**src/rtl/apf_keypad_matrix_pkg.sv**
```systemverilog
// Shared constants for the MP1000 keypad matrix: key indices, row layout,
// joystick bit positions and the PS/2 scancode-to-key lookup.
package apf_keypad_pkg;

  localparam int NUM_KEYS = 12;

  localparam logic [3:0] K0  = 4'd0;
  localparam logic [3:0] K1  = 4'd1;
  localparam logic [3:0] K2  = 4'd2;
  localparam logic [3:0] K3  = 4'd3;
  localparam logic [3:0] K4  = 4'd4;
  localparam logic [3:0] K5  = 4'd5;
  localparam logic [3:0] K6  = 4'd6;
  localparam logic [3:0] K7  = 4'd7;
  localparam logic [3:0] K8  = 4'd8;
  localparam logic [3:0] K9  = 4'd9;
  localparam logic [3:0] KCL = 4'd10;
  localparam logic [3:0] KEN = 4'd11;

  // Joystick bit positions inside each pad's 5-bit slice of joy.
  localparam int JOY_BITS  = 5;
  localparam int JOY_RIGHT = 0;
  localparam int JOY_LEFT  = 1;
  localparam int JOY_DOWN  = 2;
  localparam int JOY_UP    = 3;
  localparam int JOY_FIRE  = 4;

  localparam int ROW_KEYS_A = 0;
  localparam int ROW_JOY    = 1;
  localparam int ROW_KEYS_B = 2;
  localparam int ROW_KEYS_C = 3;
  localparam int DEF_ROWS   = 4;

  // Nibble layouts, element [3] is column bit 3 of the pad's nibble.
  localparam logic [3:0][3:0] ROW0_KEYS = {K7, K4, K0, K1};
  localparam logic [3:0][3:0] ROW2_KEYS = {K9, K6, KCL, K3};
  localparam logic [3:0][3:0] ROW3_KEYS = {K8, K5, KEN, K2};
  localparam logic [3:0][2:0] ROW1_JOY  = {3'(JOY_LEFT), 3'(JOY_UP), 3'(JOY_RIGHT), 3'(JOY_DOWN)};
  localparam int ROW3_FIRE_BIT = 1;

  typedef struct packed {
    logic       hit;
    logic       pad;
    logic [3:0] idx;
  } key_map_t;

  function automatic key_map_t km(input logic pad, input logic [3:0] idx);
    key_map_t m;
    m.hit = 1'b1;
    m.pad = pad;
    m.idx = idx;
    return m;
  endfunction

  function automatic key_map_t key_lookup(input logic [7:0] code);
    key_map_t m;
    m = '0;
    case (code)
      8'h69: m = km(1'b0, K1);
      8'h72: m = km(1'b0, K2);
      8'h7A: m = km(1'b0, K3);
      8'h6B: m = km(1'b0, K4);
      8'h73: m = km(1'b0, K5);
      8'h74: m = km(1'b0, K6);
      8'h6C: m = km(1'b0, K7);
      8'h75: m = km(1'b0, K8);
      8'h7D: m = km(1'b0, K9);
      8'h71: m = km(1'b0, KCL);
      8'h70: m = km(1'b0, K0);
      8'h5A: m = km(1'b0, KEN);
      8'h16: m = km(1'b1, K1);
      8'h1E: m = km(1'b1, K2);
      8'h26: m = km(1'b1, K3);
      8'h15: m = km(1'b1, K4);
      8'h1D: m = km(1'b1, K5);
      8'h24: m = km(1'b1, K6);
      8'h1C: m = km(1'b1, K7);
      8'h1B: m = km(1'b1, K8);
      8'h23: m = km(1'b1, K9);
      8'h1A: m = km(1'b1, KCL);
      8'h22: m = km(1'b1, K0);
      8'h21: m = km(1'b1, KEN);
      // Top-row digit aliases for pad 1.
      8'h25: m = km(1'b1, K4);
      8'h2E: m = km(1'b1, K5);
      8'h36: m = km(1'b1, K6);
      8'h3D: m = km(1'b1, K7);
      8'h3E: m = km(1'b1, K8);
      8'h46: m = km(1'b1, K9);
      8'h45: m = km(1'b1, K0);
      8'h4E: m = km(1'b1, KCL);
      8'h55: m = km(1'b1, KEN);
      default: m = '0;
    endcase
    return m;
  endfunction

endpackage

```
**src/rtl/apf_keypad_matrix_debounce.sv**
```systemverilog
// One joystick bit: 2-FF synchroniser then a stability counter; the accepted
// state flips after DEBOUNCE_CYCLES consecutive differing samples (0 = sync only).
module apf_debounce #(
  parameter int DEBOUNCE_CYCLES = 16
) (
  input  logic clk_sys,
  input  logic reset,
  input  logic din,
  output logic dout
);

  logic meta_q;
  logic sync_q;

  always_ff @(posedge clk_sys) begin
    if (reset) begin
      meta_q <= 1'b0;
      sync_q <= 1'b0;
    end else begin
      meta_q <= din;
      sync_q <= meta_q;
    end
  end

  generate
    if (DEBOUNCE_CYCLES == 0) begin : g_bypass
      assign dout = sync_q;
    end else begin : g_filter
      localparam int CW = (DEBOUNCE_CYCLES > 1) ? $clog2(DEBOUNCE_CYCLES) : 1;
      localparam logic [CW-1:0] CNT_LAST = CW'(DEBOUNCE_CYCLES - 1);

      logic          state_q, state_d;
      logic [CW-1:0] cnt_q, cnt_d;

      always_comb begin
        state_d = state_q;
        cnt_d   = '0;
        if (sync_q != state_q) begin
          if (cnt_q == CNT_LAST) begin
            state_d = sync_q;
          end else begin
            cnt_d = cnt_q + CW'(1);
          end
        end
      end

      always_ff @(posedge clk_sys) begin
        if (reset) begin
          state_q <= 1'b0;
          cnt_q   <= '0;
        end else begin
          state_q <= state_d;
          cnt_q   <= cnt_d;
        end
      end

      assign dout = state_q;
    end
  endgenerate

endmodule

```
**src/rtl/apf_keypad_matrix.sv**
```systemverilog
// MP1000 keypad/joystick matrix: PS/2 key state plus debounced joysticks, answering
// PIA row strobes with registered active-low columns. APF_KEYPAD_AUTOFIRE_EN adds autofire.
module apf_keypad_matrix
  import apf_keypad_pkg::*;
#(
  parameter  int NUM_PADS        = 2,
  parameter  int ROWS            = 4,
  parameter  int DEBOUNCE_CYCLES = 16,
  localparam int COLS            = NUM_PADS * 4
) (
  input  logic                         clk_sys,
  input  logic                         reset,
  input  logic [10:0]                  ps2_key,
  input  logic [NUM_PADS*JOY_BITS-1:0] joy,
  input  logic [ROWS-1:0]              row_sel_n,
`ifdef APF_KEYPAD_AUTOFIRE_EN
  input  logic [NUM_PADS-1:0]          autofire,
`endif
  output logic [COLS-1:0]              col_n,
  output logic                         key_event
);

  logic [NUM_PADS-1:0][NUM_KEYS-1:0] key_q, key_d;
  logic                              tog_q;
  logic                              evt_q, evt_d;
  logic [COLS-1:0]                   col_q, col_d;
  logic [NUM_PADS*JOY_BITS-1:0]      joy_db;
  logic [NUM_PADS-1:0]               fire_eff;
  logic [3:0][COLS-1:0]              row_dat;
  key_map_t                          map;
  logic                              take;

  for (genvar i = 0; i < NUM_PADS * JOY_BITS; i++) begin : g_joy
    apf_debounce #(
      .DEBOUNCE_CYCLES(DEBOUNCE_CYCLES)
    ) u_debounce (
      .clk_sys(clk_sys),
      .reset  (reset),
      .din    (joy[i]),
      .dout   (joy_db[i])
    );
  end

`ifdef APF_KEYPAD_AUTOFIRE_EN
  logic [19:0] div_q, div_d;

  assign div_d = div_q + 20'd1;

  always_ff @(posedge clk_sys) begin
    if (reset) begin
      div_q <= '0;
    end else begin
      div_q <= div_d;
    end
  end

  always_comb begin
    fire_eff = '0;
    for (int p = 0; p < NUM_PADS; p++) begin
      fire_eff[p] = joy_db[p*JOY_BITS + JOY_FIRE] & (~autofire[p] | div_q[19]);
    end
  end
`else
  always_comb begin
    fire_eff = '0;
    for (int p = 0; p < NUM_PADS; p++) begin
      fire_eff[p] = joy_db[p*JOY_BITS + JOY_FIRE];
    end
  end
`endif

  // A toggle on ps2_key[10] marks a new scancode; only mapped, non-extended codes land.
  always_comb begin
    map   = key_lookup(ps2_key[7:0]);
    take  = (ps2_key[10] != tog_q) && !ps2_key[8] && map.hit && (int'(map.pad) < NUM_PADS);
    key_d = key_q;
    evt_d = 1'b0;
    if (take) begin
      key_d[map.pad][map.idx] = ~ps2_key[9];
      evt_d                   = 1'b1;
    end
  end

  always_comb begin
    row_dat = '1;
    for (int p = 0; p < NUM_PADS; p++) begin
      for (int b = 0; b < 4; b++) begin
        row_dat[ROW_KEYS_A][p*4 + b] = key_q[p][ROW0_KEYS[b]];
        row_dat[ROW_JOY][p*4 + b]    = ~joy_db[p*JOY_BITS + int'(ROW1_JOY[b])];
        row_dat[ROW_KEYS_B][p*4 + b] = key_q[p][ROW2_KEYS[b]];
        row_dat[ROW_KEYS_C][p*4 + b] = key_q[p][ROW3_KEYS[b]];
      end
      row_dat[ROW_KEYS_C][p*4 + ROW3_FIRE_BIT] = key_q[p][KEN] & ~fire_eff[p];
    end

    // Selected rows wire-AND; undefined rows contribute all ones.
    col_d = '1;
    for (int r = 0; r < ROWS; r++) begin
      if (!row_sel_n[r] && (r < DEF_ROWS)) begin
        col_d &= row_dat[r[1:0]];
      end
    end
  end

  always_ff @(posedge clk_sys) begin
    if (reset) begin
      key_q <= '1;
      tog_q <= ps2_key[10];
      evt_q <= 1'b0;
      col_q <= '1;
    end else begin
      key_q <= key_d;
      tog_q <= ps2_key[10];
      evt_q <= evt_d;
      col_q <= col_d;
    end
  end

  assign col_n     = col_q;
  assign key_event = evt_q;

endmodule

```
**config.mk**
```make
export PLATFORM = sky130hd
export DESIGN_NAME = apf_keypad_matrix
export DESIGN_NICKNAME = d
export VERILOG_FILES = /design/src/rtl/apf_keypad_matrix_pkg.sv /design/src/rtl/apf_keypad_matrix_debounce.sv /design/src/rtl/apf_keypad_matrix.sv
export SDC_FILE = /design/constraint.sdc
export NUM_CORES = 1
export LEC_CHECK = 0
export BUFFER_PORTS_ARGS = -buffer_cell sky130_fd_sc_hd__buf_2
export CAP_MARGIN = 20
export CORE_ASPECT_RATIO = 2
export CORE_MARGIN = 10
export CORE_UTILIZATION = 40
export DETAILED_ROUTE_END_ITERATION = 8
export GPL_TIMING_DRIVEN = 1
export SLEW_MARGIN = 25
export SYNTH_ARGS = -nofsm -noshare
export SYNTH_HDL_FRONTEND = slang
export SYNTH_SLANG_ARGS = --single-unit
```
**constraint.sdc**
```tcl
create_clock -name clk_sys -period 3.7 [get_ports clk_sys]
set_clock_uncertainty 0.05 [all_clocks]
set_input_delay 1.11 -clock clk_sys [delete_from_list [all_inputs] [get_ports clk_sys]]
set_output_delay 1.11 -clock clk_sys [all_outputs]
set_load 0.1 [all_outputs]
```
======== Yosys cells after proc, flatten, opt, wreduce, memory -nomap -nowiden ========
Memory sizes are Yosys's and may differ from the RTL's.
Cells that the tools add are included.
storage, ports and cells
  flip-flop bits (word level) ............. 104
  input port bits ......................... 27
  memories kept ........................... 1
  bits in read-only memories .............. 768
  logic and storage cells ................. 143
  output and inout bits ................... 9
memories
  name              words  bits a word  rd ports  clocked after Yosys merged registers in  write ports  line                         source
  (name not given)  128    6            1         0                                        0            apf_keypad_matrix_pkg.sv:58  case (code)
cells by class
  reductions and logical operators ........ 25
  add/sub/neg operators ................... 10
  magnitude comparators ................... 4
  muxes and demuxes ....................... 11
  bitwise logic cells ..................... 26
  equal/unequal tests ..................... 21
operators by type and width
  kind                 count
  $add 4x1->4 const B  10
  $eq 4x4->1 const B   10
  $mux 8               4
  $reduce_or 3->1      10
  $and 8x8->8          3
  $bwmux 24            1
  $not 1->1            21
  $reduce_and 2->1     10
  $demux 12 s1         1
  $mux 12              1
  $ne 1x1->1           11
  $mux 6               1
  $lt 4x5->1 const B   1
  $demux 1 s4          1
  $ge 4x1->1 const B   1
  $logic_and 1x1->1    4
  $and 1x1->1          2
  $lt 1x2->1 const B   1
  $mux 1               2
  $ge 1x1->1 const B   1
  $logic_not 1->1      1

======== Depth between registers and ports, before layout ========
An unclocked memory read counts as a cell.
  depth in word-level cells ............... 9
  depth in mapped cells ................... 11
  mapped depth without buffers ............ 9

======== Modules after synthesis ========
Synthesis repeated with hierarchy kept, for this count alone.
unflattened totals
  cells, all modules ...................... 501
  area, all modules ....................... 4773.3 sq um
by module, submodules not included
  module             sequential area each (sq um)  area each (sq um)  cells an instance  instances
  apf_debounce       140.1                         251.5              23                 10
  apf_keypad_matrix  680.7                         2258.4             271                1

======== Worst setup path before layout ========
OpenSTA, ideal clock, no wires.
  kind .................................... input port to flip-flop
  start ................................... input port ps2_key[1]
  end ..................................... register key_q[6] in the netlist's numbering
  slack ................................... 0.595 ns
  data required time ...................... 3.517 ns
  buffers on the path ..................... 2
  arrival time ............................ 2.923 ns
  setup time .............................. 0.133 ns
  stages on the path ...................... 11
  cells stage by stage .................... inv_1 ha_1 buf_2 nor2_1 a2111oi_1 a2111oi_1 or4_4 nor2_2 buf_4 nand3_2 mux2i_1
on the way
  word-level cells in the longest chain between the ends .. 9
  elaborated cells on any way between the ends .. 14
  classes of those cells .................. 4 x order compare; 6 x mux; 3 x reduce/logical; 1 x memory
ends and longest elaborated chain
  item                                                            line                         source
  start, declared                                                 apf_keypad_matrix.sv:13      input logic [10:0] ps2_key,
  $mem_v2 128x6 *                                                 --
  $mux 6 *                                                        apf_keypad_matrix_pkg.sv:58
  $lt 4x5->1 (not written as such) or $ge 4x1->1 (tied branches)  apf_keypad_matrix.sv:79      key_d[map.pad][map.idx] = ~ps2_key[9];
  $logic_and 1x1->1 (not written as such)                         apf_keypad_matrix.sv:79
  $mux 1 (not written as such)                                    apf_keypad_matrix.sv:79
  $demux 1 s4                                                     apf_keypad_matrix.sv:79
  $mux 12 (not written as such)                                   apf_keypad_matrix.sv:79
  $demux 12 s1                                                    apf_keypad_matrix.sv:79
  $bwmux 24                                                       apf_keypad_matrix.sv:79
  end signal, assigned                                            apf_keypad_matrix.sv:112     key_q <= key_d;
  end, declared                                                   apf_keypad_matrix.sv:23      logic [NUM_PADS-1:0][NUM_KEYS-1:0] key_q, key_d;
Every way passes the cells marked *; elsewhere a longest branch is shown, timed or not.
A chain may end at the register's enable or synchronous reset.

======== Worst setup path in the final report ========
  start ................................... input port ps2_key[1]
  end ..................................... register key_q[12] in the netlist's numbering
The elaborated chain is that of the path after synthesis.

==> parameters.txt <==
Parameter                              Value

Run status
  Result of the run ... finished clean

Clock tree
  Later-pin clock latency in the skew report ... 340 ps
  Count of hold buffers inserted by post-cts repair ... 0
  Clock tree from TritonCTS ... built
  Clk slew on worst S/H paths ... 80 ps
  Number of clock sinks seen by CTS ... 104
  Level count of the clock H-tree ... 3
  Post-CTS resize count ... 0
  TritonCTS buffer count ... 9
  CTS root buffer ... clkbuf_16
  Buffer depth of the longest clock path ... 2
  Setup repair bufs after CTS ... 0

Logic synthesis
  Number of different library cells in the post-synthesis netlist ... 64
  Post-synthesis async set-or-reset flop share ... 0%
  Average cell area after synthesis ... 9.49 um2
  Post-synthesis cell type with the largest combined area ... dfxtp_1
  Synth top area share ... 43.7%
  Biggest area contributors in the synthesized netlist ... dfxtp_1 44%, xor2_1 5.7%, ha_1 4.2%
  Synthesized area ... 4760 um2
  Dominant synthesized flop cell ... dfxtp_1
  Number of synthesis warnings ... 0
  Mapped Nets ... 545
  Share of synthesized area occupied by flip-flops and latches ... 43.7%
  Number of enable-type register cells in the synthesized netlist ... 0
  Count of mapped cells out of synthesis ... 502
  Register bit total from synthesis ... 104

Die
  X dimension of the die ... 97.2 um
  Die Y-Extent ... 174 um
  Boundary pin count ... 36
  Initial core utilization ... 40.7%
  FP Rows ... 56
  Die outline area ... 16900 um2
  Area of the placeable core ... 11700 um2

Worst setup path
  CP peak stage delay ... 490 ps
  Worst path buffer plus inverter count ... 3
  Critical-path cell with the highest stage delay ... a2111oi_1
  Critical Setup Path Class ... primary input to flop
  Critical-path maximum fanout ... 11
  Worst path cell trace ... buf_2 -> inv_1 -> ha_1 -> nor2_1 -> a2111oi_1 -> a2111oi_1 -> nor4_1 -> nor2_1 -> buf_4 -> a311oi_1 -> a41oi_1
  R2R depth ... 6
  Crit path required time ... 3870 ps
  Startpoint of the lowest-slack register-to-register path ... tog_q
  Flop2flop setup slack ... 1910 ps
  CP Capture Type ... flop
  Worst Setup Start Kind ... primary input
  Critical R2R Capture ... key_q[1]
  Data arrival time of the worst path ... 3560 ps
  Cell type group with the largest total delay on the critical path ... compound AO/OA/AOI/OAI gates

Place
  IO buf count ... 35
  Dpl hpwl ... 8470 um
  Post-DP Area ... 5090 um2
  Global placement routability congestion ... 0.944

Timing
  Peak Freq ... 295 MHz
  Final Max Tran Viols ... 0
  Part of the cycle the worst path needs ... 91.7%
  Count of endpoints failing setup in the final report ... 0
  Slew @ Worst Pin ... 516 ps
  Final setup TNS ... 0 ps
  Hold Vio Cnt, Final ... 0
  Worst hold slack after final layout ... 397 ps
  Crit path time final ... 3390 ps
  Unrepaired setup endpoints after global routing ... false
  Headroom to the max-slew limit ... 65.5%

Power
  LEAKAGE ... 2.28 nW
  Total design power ... 2.25 mW
  Worst voltage drop across the vdd grid ... 327 uV
  Power density over the cells ... 419 nW/um2

Route
  First-pass detailed-route iteration total ... 4
  Post-DR wirelength/cell ... 16.1 um
  Total number of vias ... 3724
  Detail-routed via count per cell ... 5.43
  Overall routed net length ... 11100 um
  Number of remaining DRC errors ... 0
  Number of violations reported at the end of detailed-routing iteration 0 ... 202
  Final ANT Viol Nets ... 0

Worst hold path
  Start point of the worst min-delay path ... g_joy[5].u_debounce.meta_q
  Cell count of the worst hold path ... 1
  Worst hold path type ... flop to flop
  Endpoint with the worst hold slack ... g_joy[5].u_debounce.sync_q

GRT
  M2 GR Usage ... 24.7%
  Overall overflow remaining after global route ... 0
  Number of antenna violations at the first check in global routing ... 0
  Largest net degree at the start of global routing ... 32
  Combined global-route utilization of all metal layers ... 12.9%
  Vias in the first global route ... 3848
  Global-route wire length before repair ... 18200 um
  Met1 demand-to-capacity share in global routing ... 11.8%
  Most used routing layer in global routing ... met2
  Met3 Use GR ... 2.66%

Layout
  Final instance area ... 5380 um2
  Total number of nets in the final design ... 579
  Area Overhead vs Synth ... 12.9%
  ANT cells ... 0
  Share of cells above drive strength 1 ... 17.0%

Run
  Max Cap Viol ... 0
==> sequential cells by signal, summed over array words and instances, names as in the netlist <==
register	cells
col_n	8
g_joy.u_debounce.dout	10
g_joy.u_debounce.g_filter.cnt_q	40
g_joy.u_debounce.meta_q	10
g_joy.u_debounce.sync_q	10
key_event	1
key_q	24
tog_q	1
==> cell usage after synthesis, types with 10 or more instances <==
library cell and number:
a211oi_1 10, xor2_1 31, dfxtp_1 104, nor2_1 51, mux2i_1 14, ha_1 16, a31oi_1 10, inv_1 26
a21oi_1 14, o22ai_1 12, nand2b_1 12, and3_1 14, nor2b_1 25, a311oi_1 11, clkbuf_1 13, o21ai_0 14
nand3_1 34
==> kinds of logic after synthesis <==
kind of cell	after synthesis	share of synthesized area, %
flip-flops	104	43.7
XOR/XNOR	31	5.70
AND/OR/NAND/NOR	174	21.2
multiplexers	15	3.18
adder cells (fa/ha/maj)	16	4.20
AO/OA/AOI/OAI	105	16.1
buffers and inverters	57	5.93
==> metrics by stage <==
| stage | utilization [%] | std cells | setup WS, ps |
|---|---|---|---|
| after floorplan | - | 502 | 595 |
| after global placement | 43.5 | 670 | -112 |
| after detailed placement | 43.5 | 670 | -10.5 |
| after CTS | 46.0 | 686 | 355 |
| after global routing | 46.0 | 686 | 144 |
| final | 46.0 | 686 | 307 |
==> final cells by class <==
| type | instances | area (um2) |
|---|---|---|
| Clock buffer | 9 | 225 |
| Sequential cell | 104 | 2080 |
| Tap cell | 145 | 181 |
| Timing Repair Buffer | 53 | 323 |
| Multi-Input combinational cell | 341 | 2400 |
| Fill cell | 1104 | 6320 |
| Inverter | 27 | 101 |
| Clock inverter | 7 | 68.8 |
==> placed cells by master (no fill, tap or decap), types with 14 or more instances in the layout <==
| master | netlist | routed |
|---|---|---|
| dfxtp_1 | 104 | 104 |
| nor2_1 | 51 | 51 |
| buf_2 | 4 | 35 |
| nand3_1 | 34 | 34 |
| xor2_1 | 31 | 31 |
| inv_1 | 26 | 26 |
| nor2b_1 | 25 | 25 |
| buf_4 | 5 | 17 |
| ha_1 | 16 | 16 |
| mux2i_1 | 14 | 14 |
| and3_1 | 14 | 14 |
| a21oi_1 | 14 | 14 |
| o21ai_0 | 14 | 14 |
==> per-layer routing <==
metal | routed length, um | vias to the layer above
met3 | 345 | 25
met2 | 6100 | 80
li1 | - | 1843
met1 | 4160 | 1776
met5 | 0 | -
met4 | 449 | 0
==> how the worst max path moves through the flow <==
stage           endpoint  startpoint  cells past startpoint  slack, ps
2_1_floorplan   key_q[6]  ps2_key[1]                     11        590
3_3_place_gp    key_q[3]  ps2_key[1]                     11       -110
3_5_place_dp    key_q[2]  ps2_key[1]                     11        -10
4_1_cts        key_q[12]  ps2_key[1]                     11        360
5_1_grt        key_q[16]  ps2_key[1]                     11        140
6_report       key_q[12]  ps2_key[1]                     11        310
==> where the power goes <==
group          switching (mW)  internal, mW  leakage, nW
Combinational           0.122        0.0674         1.29
Clock                   0.447         0.478        0.146
Sequential            0.00713          1.13        0.844
(Power assumes the default switching activity.)
